[config.mk]
export PLATFORM = sky130hd
export DESIGN_NAME = dcache_direct_mapped
export DESIGN_NICKNAME = d
export VERILOG_FILES = /design/src/rtl/dcache_direct_mapped_pkg.sv /design/src/rtl/dcache_direct_mapped_tag_array.sv /design/src/rtl/dcache_direct_mapped.sv
export SDC_FILE = /design/constraint.sdc
export NUM_CORES = 2
export LEC_CHECK = 0
export BUFFER_PORTS_ARGS = -buffer_cell sky130_fd_sc_hd__buf_2
export CELL_PAD_IN_SITES_DETAIL_PLACEMENT = 1
export CELL_PAD_IN_SITES_GLOBAL_PLACEMENT = 2
export CORE_ASPECT_RATIO = 0.8
export CORE_UTILIZATION = 29
export CTS_BUF_LIST = sky130_fd_sc_hd__clkbuf_16
export DETAILED_ROUTE_END_ITERATION = 6
export HOLD_SLACK_MARGIN = 0.03
export PLACE_DENSITY_LB_ADDON = 0.1
export SYNTH_ARGS = -nofsm -noshare
export SYNTH_HDL_FRONTEND = slang
export SYNTH_SLANG_ARGS = --single-unit
[constraint.sdc]
create_clock -name clk -period 7.1 [get_ports clk]
set_input_delay 1.065 -clock clk [delete_from_list [all_inputs] [get_ports clk]]
set_output_delay 1.065 -clock clk [all_outputs]
set_load 0.01 [all_outputs]
[src/rtl/dcache_direct_mapped_pkg.sv]
// Shared types and constants for the direct-mapped data cache.
// Line geometry is fixed at 16 bytes; index and tag widths follow from the set count.
package dcache_direct_mapped_pkg;

   localparam int unsigned ADDR_W           = 32;
   localparam int unsigned WORD_W           = 32;
   localparam int unsigned LINE_W           = 128;
   localparam int unsigned OFFSET_W         = 4;
   localparam int unsigned DEFAULT_NUM_SETS = 16;

   typedef enum logic [1:0] {
      S_COMPARE   = 2'd0,
      S_WRITEBACK = 2'd1,
      S_ALLOCATE  = 2'd2
   } cache_state_e;

   // Index width: one bit per doubling of the set count.
   function automatic int unsigned index_w(input int unsigned num_sets);
      return $clog2(num_sets);
   endfunction

   // Tag width: whatever is left of the address above index and offset.
   function automatic int unsigned tag_w(input int unsigned num_sets);
      return ADDR_W - OFFSET_W - $clog2(num_sets);
   endfunction

endpackage

[src/rtl/dcache_direct_mapped_tag_array.sv]
// Valid, dirty and tag storage for the direct-mapped cache.
// Combinational lookup, one synchronous update port, synchronous clear of valid/dirty.
module dcache_tag_array
   import dcache_direct_mapped_pkg::*;
#(
   parameter  int unsigned NUM_SETS = DEFAULT_NUM_SETS,
   localparam int unsigned IDX_W    = index_w(NUM_SETS),
   localparam int unsigned TAG_W    = tag_w(NUM_SETS)
) (
   input  logic             clk,
   input  logic             reset,
   input  logic [IDX_W-1:0] lookup_idx,
   output logic             lookup_valid,
   output logic             lookup_dirty,
   output logic [TAG_W-1:0] lookup_tag,
   input  logic             upd_en,
   input  logic [IDX_W-1:0] upd_idx,
   input  logic             upd_valid,
   input  logic             upd_dirty,
   input  logic [TAG_W-1:0] upd_tag
);

   logic [NUM_SETS-1:0] valid_q, valid_d;
   logic [NUM_SETS-1:0] dirty_q, dirty_d;
   logic [TAG_W-1:0]    tag_q [NUM_SETS];
   logic [TAG_W-1:0]    tag_d [NUM_SETS];

   // Read out the status and tag of the addressed set.
   always_comb begin
      lookup_valid = valid_q[lookup_idx];
      lookup_dirty = dirty_q[lookup_idx];
      lookup_tag   = tag_q[lookup_idx];
   end

   // Apply the single update port to a copy of the current storage.
   always_comb begin
      // NOTE: every comb output gets a default first, so no path can infer a latch.
      valid_d = valid_q;
      dirty_d = dirty_q;
      tag_d   = tag_q;
      if (upd_en) begin
         valid_d[upd_idx] = upd_valid;
         dirty_d[upd_idx] = upd_dirty;
         tag_d[upd_idx]   = upd_tag;
      end
   end

   // Valid and dirty bits, cleared by reset.
   always_ff @(posedge clk) begin
      // NOTE: state is written with <= so all flops sample the same pre-edge values.
      if (!reset) begin
         valid_q <= '0;
         dirty_q <= '0;
      end else begin
         valid_q <= valid_d;
         dirty_q <= dirty_d;
      end
   end

   // Tag storage.
   // NOTE: tags are not reset; they are meaningless while the set's valid bit is low.
   always_ff @(posedge clk) begin
      tag_q <= tag_d;
   end

endmodule

[src/rtl/dcache_direct_mapped.sv]
// Direct-mapped, write-back, write-allocate data cache.
// Hits complete in the request cycle; misses stall (is_hit=0) through write-back and refill.
// Optional build macro DCACHE_STATS_EN adds hit_count / miss_count outputs.
module dcache_direct_mapped
   import dcache_direct_mapped_pkg::*;
#(
   parameter int unsigned NUM_SETS   = DEFAULT_NUM_SETS,
   parameter int unsigned LINE_WORDS = 4
) (
   input  logic              clk,
   input  logic              reset,
   input  logic              is_input_valid,
   input  logic [31:0]       addr,
   input  logic              mem_read,
   input  logic              mem_write,
   input  logic [31:0]       din,
   output logic              is_ready,
   output logic              is_output_valid,
   output logic [31:0]       dout,
   output logic              is_hit,
   output logic              mem_req_valid,
   output logic              mem_req_write,
   output logic [31:0]       mem_req_addr,
   output logic [LINE_W-1:0] mem_req_wdata,
   input  logic              mem_req_ready,
   input  logic              mem_resp_valid,
   input  logic [LINE_W-1:0] mem_resp_rdata
`ifdef DCACHE_STATS_EN
   ,
   output logic [31:0]       hit_count,
   output logic [31:0]       miss_count
`endif
);

   localparam int unsigned IDX_W  = index_w(NUM_SETS);
   localparam int unsigned TAG_W  = tag_w(NUM_SETS);
   localparam int unsigned WSEL_W = $clog2(LINE_WORDS);

   cache_state_e      state_q, state_d;
   logic              req_sent_q, req_sent_d;
   logic [LINE_W-1:0] data_q [NUM_SETS];
   logic [LINE_W-1:0] data_d [NUM_SETS];

   logic [IDX_W-1:0]  req_idx;
   logic [TAG_W-1:0]  req_tag;
   logic [WSEL_W-1:0] req_word;
   logic              req_valid;
   logic              tag_hit;
   logic              unused_addr_bits;

   logic              lk_valid, lk_dirty;
   logic [TAG_W-1:0]  lk_tag;
   logic              upd_en, upd_valid, upd_dirty;

   assign req_idx          = addr[OFFSET_W +: IDX_W];
   assign req_tag          = addr[ADDR_W-1 -: TAG_W];
   assign req_word         = addr[2 +: WSEL_W];
   assign unused_addr_bits = ^addr[1:0];
   assign req_valid        = is_input_valid && (mem_read || mem_write);
   assign tag_hit          = lk_valid && (lk_tag == req_tag);

   dcache_tag_array #(
      .NUM_SETS(NUM_SETS)
   ) u_tag_array (
      .clk          (clk),
      .reset        (reset),
      .lookup_idx   (req_idx),
      .lookup_valid (lk_valid),
      .lookup_dirty (lk_dirty),
      .lookup_tag   (lk_tag),
      .upd_en       (upd_en),
      .upd_idx      (req_idx),
      .upd_valid    (upd_valid),
      .upd_dirty    (upd_dirty),
      .upd_tag      (req_tag)
   );

   // FSM state register; reset returns to COMPARE.
   always_ff @(posedge clk) begin
      if (!reset) state_q <= S_COMPARE;
      else        state_q <= state_d;
   end

   // FSM next state: miss picks write-back or refill, memory handshakes advance.
   always_comb begin
      state_d = state_q;
      case (state_q)
         S_COMPARE: begin
            if (req_valid && !tag_hit) begin
               state_d = (lk_valid && lk_dirty) ? S_WRITEBACK : S_ALLOCATE;
            end
         end
         S_WRITEBACK: begin
            if (mem_req_ready) state_d = S_ALLOCATE;
         end
         S_ALLOCATE: begin
            if (mem_resp_valid) state_d = S_COMPARE;
         end
         default: state_d = S_COMPARE;
      endcase
   end

   // FSM outputs: CPU handshake in COMPARE, memory request in WRITEBACK/ALLOCATE.
   always_comb begin
      is_ready        = 1'b0;
      is_hit          = 1'b0;
      is_output_valid = 1'b0;
      dout            = '0;
      mem_req_valid   = 1'b0;
      mem_req_write   = 1'b0;
      mem_req_addr    = '0;
      mem_req_wdata   = '0;
      case (state_q)
         S_COMPARE: begin
            is_ready = 1'b1;
            if (!req_valid || tag_hit) begin
               is_hit          = 1'b1;
               is_output_valid = 1'b1;
            end
            if (req_valid && tag_hit && mem_read) begin
               dout = data_q[req_idx][req_word*WORD_W +: WORD_W];
            end
         end
         S_WRITEBACK: begin
            mem_req_valid = 1'b1;
            mem_req_write = 1'b1;
            mem_req_addr  = {lk_tag, req_idx, {OFFSET_W{1'b0}}};
            mem_req_wdata = data_q[req_idx];
         end
         S_ALLOCATE: begin
            if (!req_sent_q) begin
               mem_req_valid = 1'b1;
               mem_req_addr  = {req_tag, req_idx, {OFFSET_W{1'b0}}};
            end
         end
         default: ;
      endcase
   end

   // Line updates: store hit merges a word and marks dirty; refill writes a clean line.
   always_comb begin
      data_d    = data_q;
      upd_en    = 1'b0;
      upd_valid = 1'b0;
      upd_dirty = 1'b0;
      if (state_q == S_COMPARE && req_valid && tag_hit && mem_write) begin
         data_d[req_idx][req_word*WORD_W +: WORD_W] = din;
         upd_en    = 1'b1;
         upd_valid = 1'b1;
         upd_dirty = 1'b1;
      end else if (state_q == S_ALLOCATE && mem_resp_valid) begin
         data_d[req_idx] = mem_resp_rdata;
         upd_en    = 1'b1;
         upd_valid = 1'b1;
      end
   end

   // Refill request is held until accepted, then dropped while waiting for the line.
   always_comb begin
      req_sent_d = 1'b0;
      if (state_q == S_ALLOCATE) begin
         req_sent_d = req_sent_q || mem_req_ready;
         if (mem_resp_valid) req_sent_d = 1'b0;
      end
   end

   // Refill-request handshake flag.
   always_ff @(posedge clk) begin
      if (!reset) req_sent_q <= 1'b0;
      else        req_sent_q <= req_sent_d;
   end

   // Line data storage.
   always_ff @(posedge clk) begin
      data_q <= data_d;
   end

`ifdef DCACHE_STATS_EN
   logic [31:0] hit_count_q, hit_count_d;
   logic [31:0] miss_count_q, miss_count_d;
   logic        refill_q, refill_d;

   // Count first-evaluation hits and miss entries; the re-hit right after a refill is skipped.
   always_comb begin
      hit_count_d  = hit_count_q;
      miss_count_d = miss_count_q;
      refill_d     = (state_q == S_ALLOCATE) && mem_resp_valid;
      if (state_q == S_COMPARE && req_valid) begin
         if (!tag_hit)       miss_count_d = miss_count_q + 32'd1;
         else if (!refill_q) hit_count_d  = hit_count_q + 32'd1;
      end
   end

   // Statistics counters, zeroed by reset.
   always_ff @(posedge clk) begin
      if (!reset) begin
         hit_count_q  <= '0;
         miss_count_q <= '0;
         refill_q     <= 1'b0;
      end else begin
         hit_count_q  <= hit_count_d;
         miss_count_q <= miss_count_d;
         refill_q     <= refill_d;
      end
   end

   assign hit_count  = hit_count_q;
   assign miss_count = miss_count_q;
`endif

endmodule
Word-level counts from Yosys, hierarchy flattened
Cells that the tools add are included.
{"block": "totals", "ff_bits": 2467, "wordCells": 118}
{"block": "classes", "n_addsub": 1, "order_cmp": 4, "eq_ne": 6, "shifts": 3, "n_mux": 44, "bitwise_logic": 3, "reduce_logical": 21}
{"cell": "2048-bit bitwise mux", "n": 2}
{"cell": "2048-bit two-way mux", "n": 2}
{"cell": "128-bit demux with 4-bit select", "n": 2}
{"cell": "128-bit two-way mux", "n": 5}
{"cell": "128-bit binary-select mux with 4-bit select", "n": 1}
{"cell": "384-bit bitwise mux", "n": 1}
{"cell": "32-bit by 34-bit variable shift with 128-bit output (first input constant)", "n": 1}
{"cell": "128-bit by 8-bit indexed part select with 32-bit output", "n": 1}
{"cell": "32-bit by 34-bit indexed part select with 128-bit output", "n": 1}
{"cell": "24-bit binary-select mux with 4-bit select", "n": 1}
{"cell": "24-bit demux with 4-bit select", "n": 1}
{"cell": "32-bit two-way mux", "n": 3}
{"cell": "24-bit two-way mux", "n": 3}
{"cell": "32-bit case mux with 2 select lines", "n": 1}
{"cell": "7-bit negation with 34-bit output", "n": 1}
{"cell": "16-bit bitwise mux", "n": 2}
{"cell": "24-bit equality test", "n": 1}
{"cell": "1-bit logical AND", "n": 12}
{"cell": "1-bit two-way mux", "n": 11}
{"cell": "1-bit binary-select mux with 4-bit select", "n": 2}
{"cell": "2-bit two-way mux", "n": 4}
{"cell": "2-bit inequality test (second input constant)", "n": 3}
{"cell": "2-bit case mux with 3 select lines", "n": 1}
{"cell": "5-bit greater-or-equal comparator (second input constant)", "n": 1}
{"cell": "15 further kinds", "n": 19}

Logic depth before layout (Yosys ltp)
{"block": "logic_depth", "depth_word": 10, "depth_mapped": 20}

Hierarchy
From an unflattened synthesis, not the netlist that was laid out.
{"block": "unflattened", "hier_cells": 8177, "area_unflattened_um2": 112240.1}
{"module": "dcache_direct_mapped", "instances": 1, "cells_each": 7386, "area_per_inst_um2": 95934.5, "seq_area_each_um2": 61559.0}
{"module": "dcache_tag_array", "instances": 1, "cells_each": 791, "area_per_inst_um2": 16305.6, "seq_area_each_um2": 12171.7}

Worst setup path after synthesis
No wires, ideal clock.
{"block": "synth_timing", "path_kind": "input port to flip-flop", "start": "in addr[5]", "end": "reg data_q[0] (netlist bit), enable pin", "t_arrival_ns": 6.116, "required_time_ns": 6.668, "path_slack_ns": 0.552, "cell_stages": 16, "n_path_buf": 7, "path_cell_list": "buf_2 > buf_2 > clkbuf_1 > clkbuf_1 > mux4_2 > mux2i_1 > mux2_2 > xor2_1 > nand2_1 > or4b_1 > nor3_2 > buf_2 > buf_4 > nand3_1 > buf_2 > a21oi_1"}
{"block": "synth_between", "elab_chain_cells": 9}
{"element": "start: declaration", "line_no": "dcache_direct_mapped.sv:13", "text": "input logic [31:0] addr,"}
{"element": "4-bit inverter with 5-bit output (implied by the code)", "line_no": "dcache_direct_mapped_tag_array.sv:32", "text": "lookup_tag = tag_q[lookup_idx];"}
{"element": "24-bit binary-select mux with 4-bit select", "line_no": "dcache_direct_mapped_tag_array.sv:32"}
{"element": "24-bit two-way mux (implied by the code) (2 in a row)", "line_no": "dcache_direct_mapped_tag_array.sv:32"}
{"element": "24-bit equality test", "line_no": "dcache_direct_mapped.sv:60", "text": "assign tag_hit = lk_valid && (lk_tag == req_tag);"}
{"element": "1-bit logical AND (*)", "line_no": "dcache_direct_mapped.sv:60"}
{"element": "1-bit logical AND (*) (2 in a row)", "line_no": "dcache_direct_mapped.sv:146", "text": "if (state_q == S_COMPARE && req_valid && tag_hit && mem_write) begin"}
{"element": "2-bit nonzero test (no line) (*)"}
{"element": "end signal: assignment", "line_no": "dcache_direct_mapped.sv:175", "text": "data_q <= data_d;"}
{"element": "end: declaration", "line_no": "dcache_direct_mapped.sv:41", "text": "logic [LINE_W-1:0] data_q [NUM_SETS];"}
Every way passes the cells marked *; elsewhere a longest branch is shown, timed or not. The select of a mux whose other input is x is not followed.
A chain may end at the register's enable or synchronous reset.

Final worst setup path
{"block": "layout_timing", "start": "in addr[5]", "end": "out dout[10]"}
{"block": "layout_between", "elab_chain_cells": 10}
{"element": "parallel branches: the longest is 8 deep, another holds 128-bit binary-select mux with 4-bit select"}
{"element": "32-bit two-way mux (*)", "line_no": "dcache_direct_mapped.sv:120", "text": "if (req_valid && tag_hit && mem_read) begin"}
{"element": "32-bit two-way mux (*)", "line_no": "dcache_direct_mapped.sv:113", "text": "case (state_q)"}
{"element": "end: declaration", "line_no": "dcache_direct_mapped.sv:19", "text": "output logic [31:0] dout,"}
Every way passes the cells marked *. The select of a mux whose other input is x is not followed.

==> summary.md <==
| Metric | Value |
|---|---|
| Status | `finished clean` |
| Switching share of power | `25.44%` |
| Port Buf Inserts | `389` |
| Hold buffer count at CTS | `0` |
| I/O pins | `396` |
| Hold Path Depth | `2` |
| Vias in the first global route | `75600` |
| Clock Path Buffers | `4` |
| Syn_area_per_cell | `15.60 um^2` |
| Clock sink count | `2467` |
| Largest net degree at the start of global routing | `101` |
| # rows | `205` |
| Initial antenna violation count | `53` |
| CTS H-tree lvls | `5` |
| F_max | `155.6 MHz` |
| Nets | `7786` |
| CP Class | `in -> out` |
| Crit path cell chain | `buf_8 -> buf_4 -> mux4_2 -> mux2_2 -> nand2_1 -> nor2_1 -> or4b_1 -> or4b_1 -> or4_4 -> or2_4 -> nor2b_1 -> buf_2` |
| Total iterations of the first detailed-routing run | `5` |
| Setup_tns | `0 ps` |
| Vias/cell | `5.585` |
| Die height | `562.0 um` |
| Slew Viols, Final | `0` |
| Core area | `389900 um^2` |
| P_int | `24.99 mW` |
| Layout cells sized above 1 | `29.03%` |
| Crit-path max cell delay | `570 ps` |
| Register area share after synthesis | `64.87%` |
| Initial DRC count | `6888` |
| Seq pwr share | `48.0%` |
| Worst Clk Skew | `44.01 ps` |
| Relative slew slack | `22.42%` |
| Arr. time, crit path | `5360 ps` |
| Cell variety after synth | `71` |
| Die ar. | `394500 um^2` |
| Most frequent cells in the layout | `2432 x edfxtp_1, 2064 x a21oi_1, 738 x mux4_2` |
| Setup violators final | `0` |
| Placed cells | `12460` |
| Pwr dens | `252.8 nW/um^2` |
| CTS resizes | `0` |
| Async set-reset flop share out of synthesis | `0%` |
| Mapped cell area | `113700 um^2` |
| Reg2Reg Depth | `12` |
| Switch Pwr | `8.529 mW` |
| Clock Latency Late Sink | `940 ps` |
| TritonCTS clock tree | `built` |
| Flops & latches, synth | `2467` |
| Hpwl dp | `306.1 mm` |
| Wire per inst | `37.94 um` |
| Final routed DRC violation total | `0` |
| Required @ worst endpoint | `6030 ps` |
| Final worst-path cycle share | `90.50%` |
| CTS root buf | `clkbuf_16` |
| Starting density of the core | `29.15%` |
| Combinational power share | `9.6%` |
| Syn. warnings | `0` |
| EDFF count, synth | `2432` |
| CTS buffer count | `290` |
| Crit path time final | `6425 ps` |
| Die W | `702.0 um` |
| Global route total overflow | `0` |
| Post CTS Setup Buffer Count | `0` |
| Static leakage | `42.64 nW` |
| Max-cap violations | `0` |
| Primary FF master, synth | `edfxtp_1` |
| Finished Layout Cells | `12990` |
| Fillers | `39660` |
| Final hold vios | `0` |
| Commonest non-fill, non-tap cell in the layout | `edfxtp_1` |
| CP startpoint kind | `input port` |
| DRT antenna net count | `0` |
| Syn Inst Count | `7287` |
| Crit path top cell by count | `or4b_1` |
| Slew @ Worst Pin | `1164 ps` |
| RSZ-0062 raised after global routing | `no` |
| Post-Route WL | `492.9 mm` |
| CP Capture Type | `output pin` |
| Worst-path clk slew | `50 ps` |
| GRT Total Usage | `24.50%` |
| Slowest-stage cell, CP | `buf_4` |
| Worst Hold Class | `in -> reg` |
| Via count | `72570` |
| First-pass GRT wire length | `666.3 mm` |
| Largest fanout on the critical path | `36` |
| VDD IR-drop max | `0.1592 mV` |
| Final GP Congestion | `0.7848` |
| Area grow syn2layout | `16.67%` |
| Clk network pwr share | `42.4%` |
[Yosys cell counts (10+ instances only)]
library cell / instances / share of area (%)
a21boi_0: 19 / 0.13
a21oi_1: 2128 / 9.4
a22oi_1: 47 / 0.31
and2_1: 136 / 0.75
buf_1: 74 / 0.24
buf_2: 46 / 0.20
buf_4: 89 / 0.59
buf_6: 79 / 0.78
clkbuf_1: 512 / 1.7
dfxtp_1: 35 / 0.62
edfxtp_1: 2432 / 64
inv_1: 18 / 0.059
mux2_2: 17 / 0.17
mux2i_1: 92 / 0.81
mux4_2: 738 / 15
nand2_1: 100 / 0.33
nand2b_1: 35 / 0.19
nand3_1: 48 / 0.21
nand3_2: 90 / 0.79
nand4_1: 24 / 0.13
nand4_2: 10 / 0.11
nor2_1: 141 / 0.47
nor2b_1: 61 / 0.34
nor3_1: 11 / 0.048
o21ai_0: 56 / 0.25
o21ai_2: 31 / 0.24
o21ai_4: 97 / 1.4
xnor2_1: 11 / 0.085
[critical path, delay by kind of cell]
kind | cells | cell delay [ps]
buf+inv | 3 | 1070
mux | 2 | 750
simple gates | 7 | 2310
[per-stage QoR]
step                      hold slack (ps)  utilization [%]  instance area (um^2)  total power, mW  setup WS, ps
after floorplan                     419.8                -                113700            17.97         552.3
after global placement              436.2            31.77                123900            19.60         646.5
after detailed placement            446.6            31.77                123900            19.63         636.8
after CTS                           339.5            34.00                132600            33.88         612.6
after global routing                378.7            34.00                132600            34.44         461.0
final                               410.0            34.02                132600            33.52         674.8
[final cells by class]
cell class | count | area [um^2] | share of cell area [%]
well taps | 5175 | 6475 | 4.882
flip-flops and latches | 2467 | 73730 | 55.60
multi-input cells | 3996 | 36850 | 27.79
repair buffers | 803 | 6711 | 5.061
clock inverters | 211 | 1271 | 0.9586
diodes | 24 | 60.06 | 0.04529
clock buffers | 297 | 7432 | 5.604
inverters | 21 | 86.33 | 0.06510
[power by group through the flow]
stage                     clock (mW)  sequential [mW]  combinational [mW]
final                           14.2             16.1                3.20
after global routing            15.0             16.1                3.31
after CTS                       14.6             16.1                3.23
after detailed placement           0             16.4                3.22
after global placement             0             16.4                3.20
after floorplan                    0             16.4                1.57
[final timing paths]
check | start | endpoint | slack, ps
setup / recovery | addr[5] | dout[10] | 670
hold / removal | mem_req_ready | req_sent_q | 410
setup reg to reg | u_tag_array.tag_q[103] | data_q[1010] | 2230
hold reg to reg | u_tag_array.valid_q[15] | u_tag_array.valid_q[15] | 460
[routing by layer]
layer	wire [um]	vias to the layer above	GRT usage (%)
met1	210500	39900	32.75
met4	22710	10	10.12
met2	233500	2261	39.89
met5	50	-	0
li1	-	29720	-
met3	26150	683	3.710
[cells by family after synthesis]
group / count (synthesis) / synth area share [%]
buffers and inverters: 827 / 3.657
flip-flops: 2467 / 64.87
XOR/XNOR: 19 / 0.1464
other: 1 / 0.003299
adder cells (fa/ha/maj): 8 / 0.08807
multiplexers: 847 / 15.60
AND/OR/NAND/NOR: 675 / 3.499
AO/OA/AOI/OAI: 2443 / 12.14
[registers in the layout, indices dropped and copies added, names as in the netlist]
| signal | cells |
|---|---|
| req_sent_q | 1 |
| u_tag_array.valid_q | 16 |
| data_q | 2048 |
| u_tag_array.dirty_q | 16 |
| state_q | 2 |
| u_tag_array.tag_q | 384 |
Note: power is estimated with default switching activity, not from simulation.
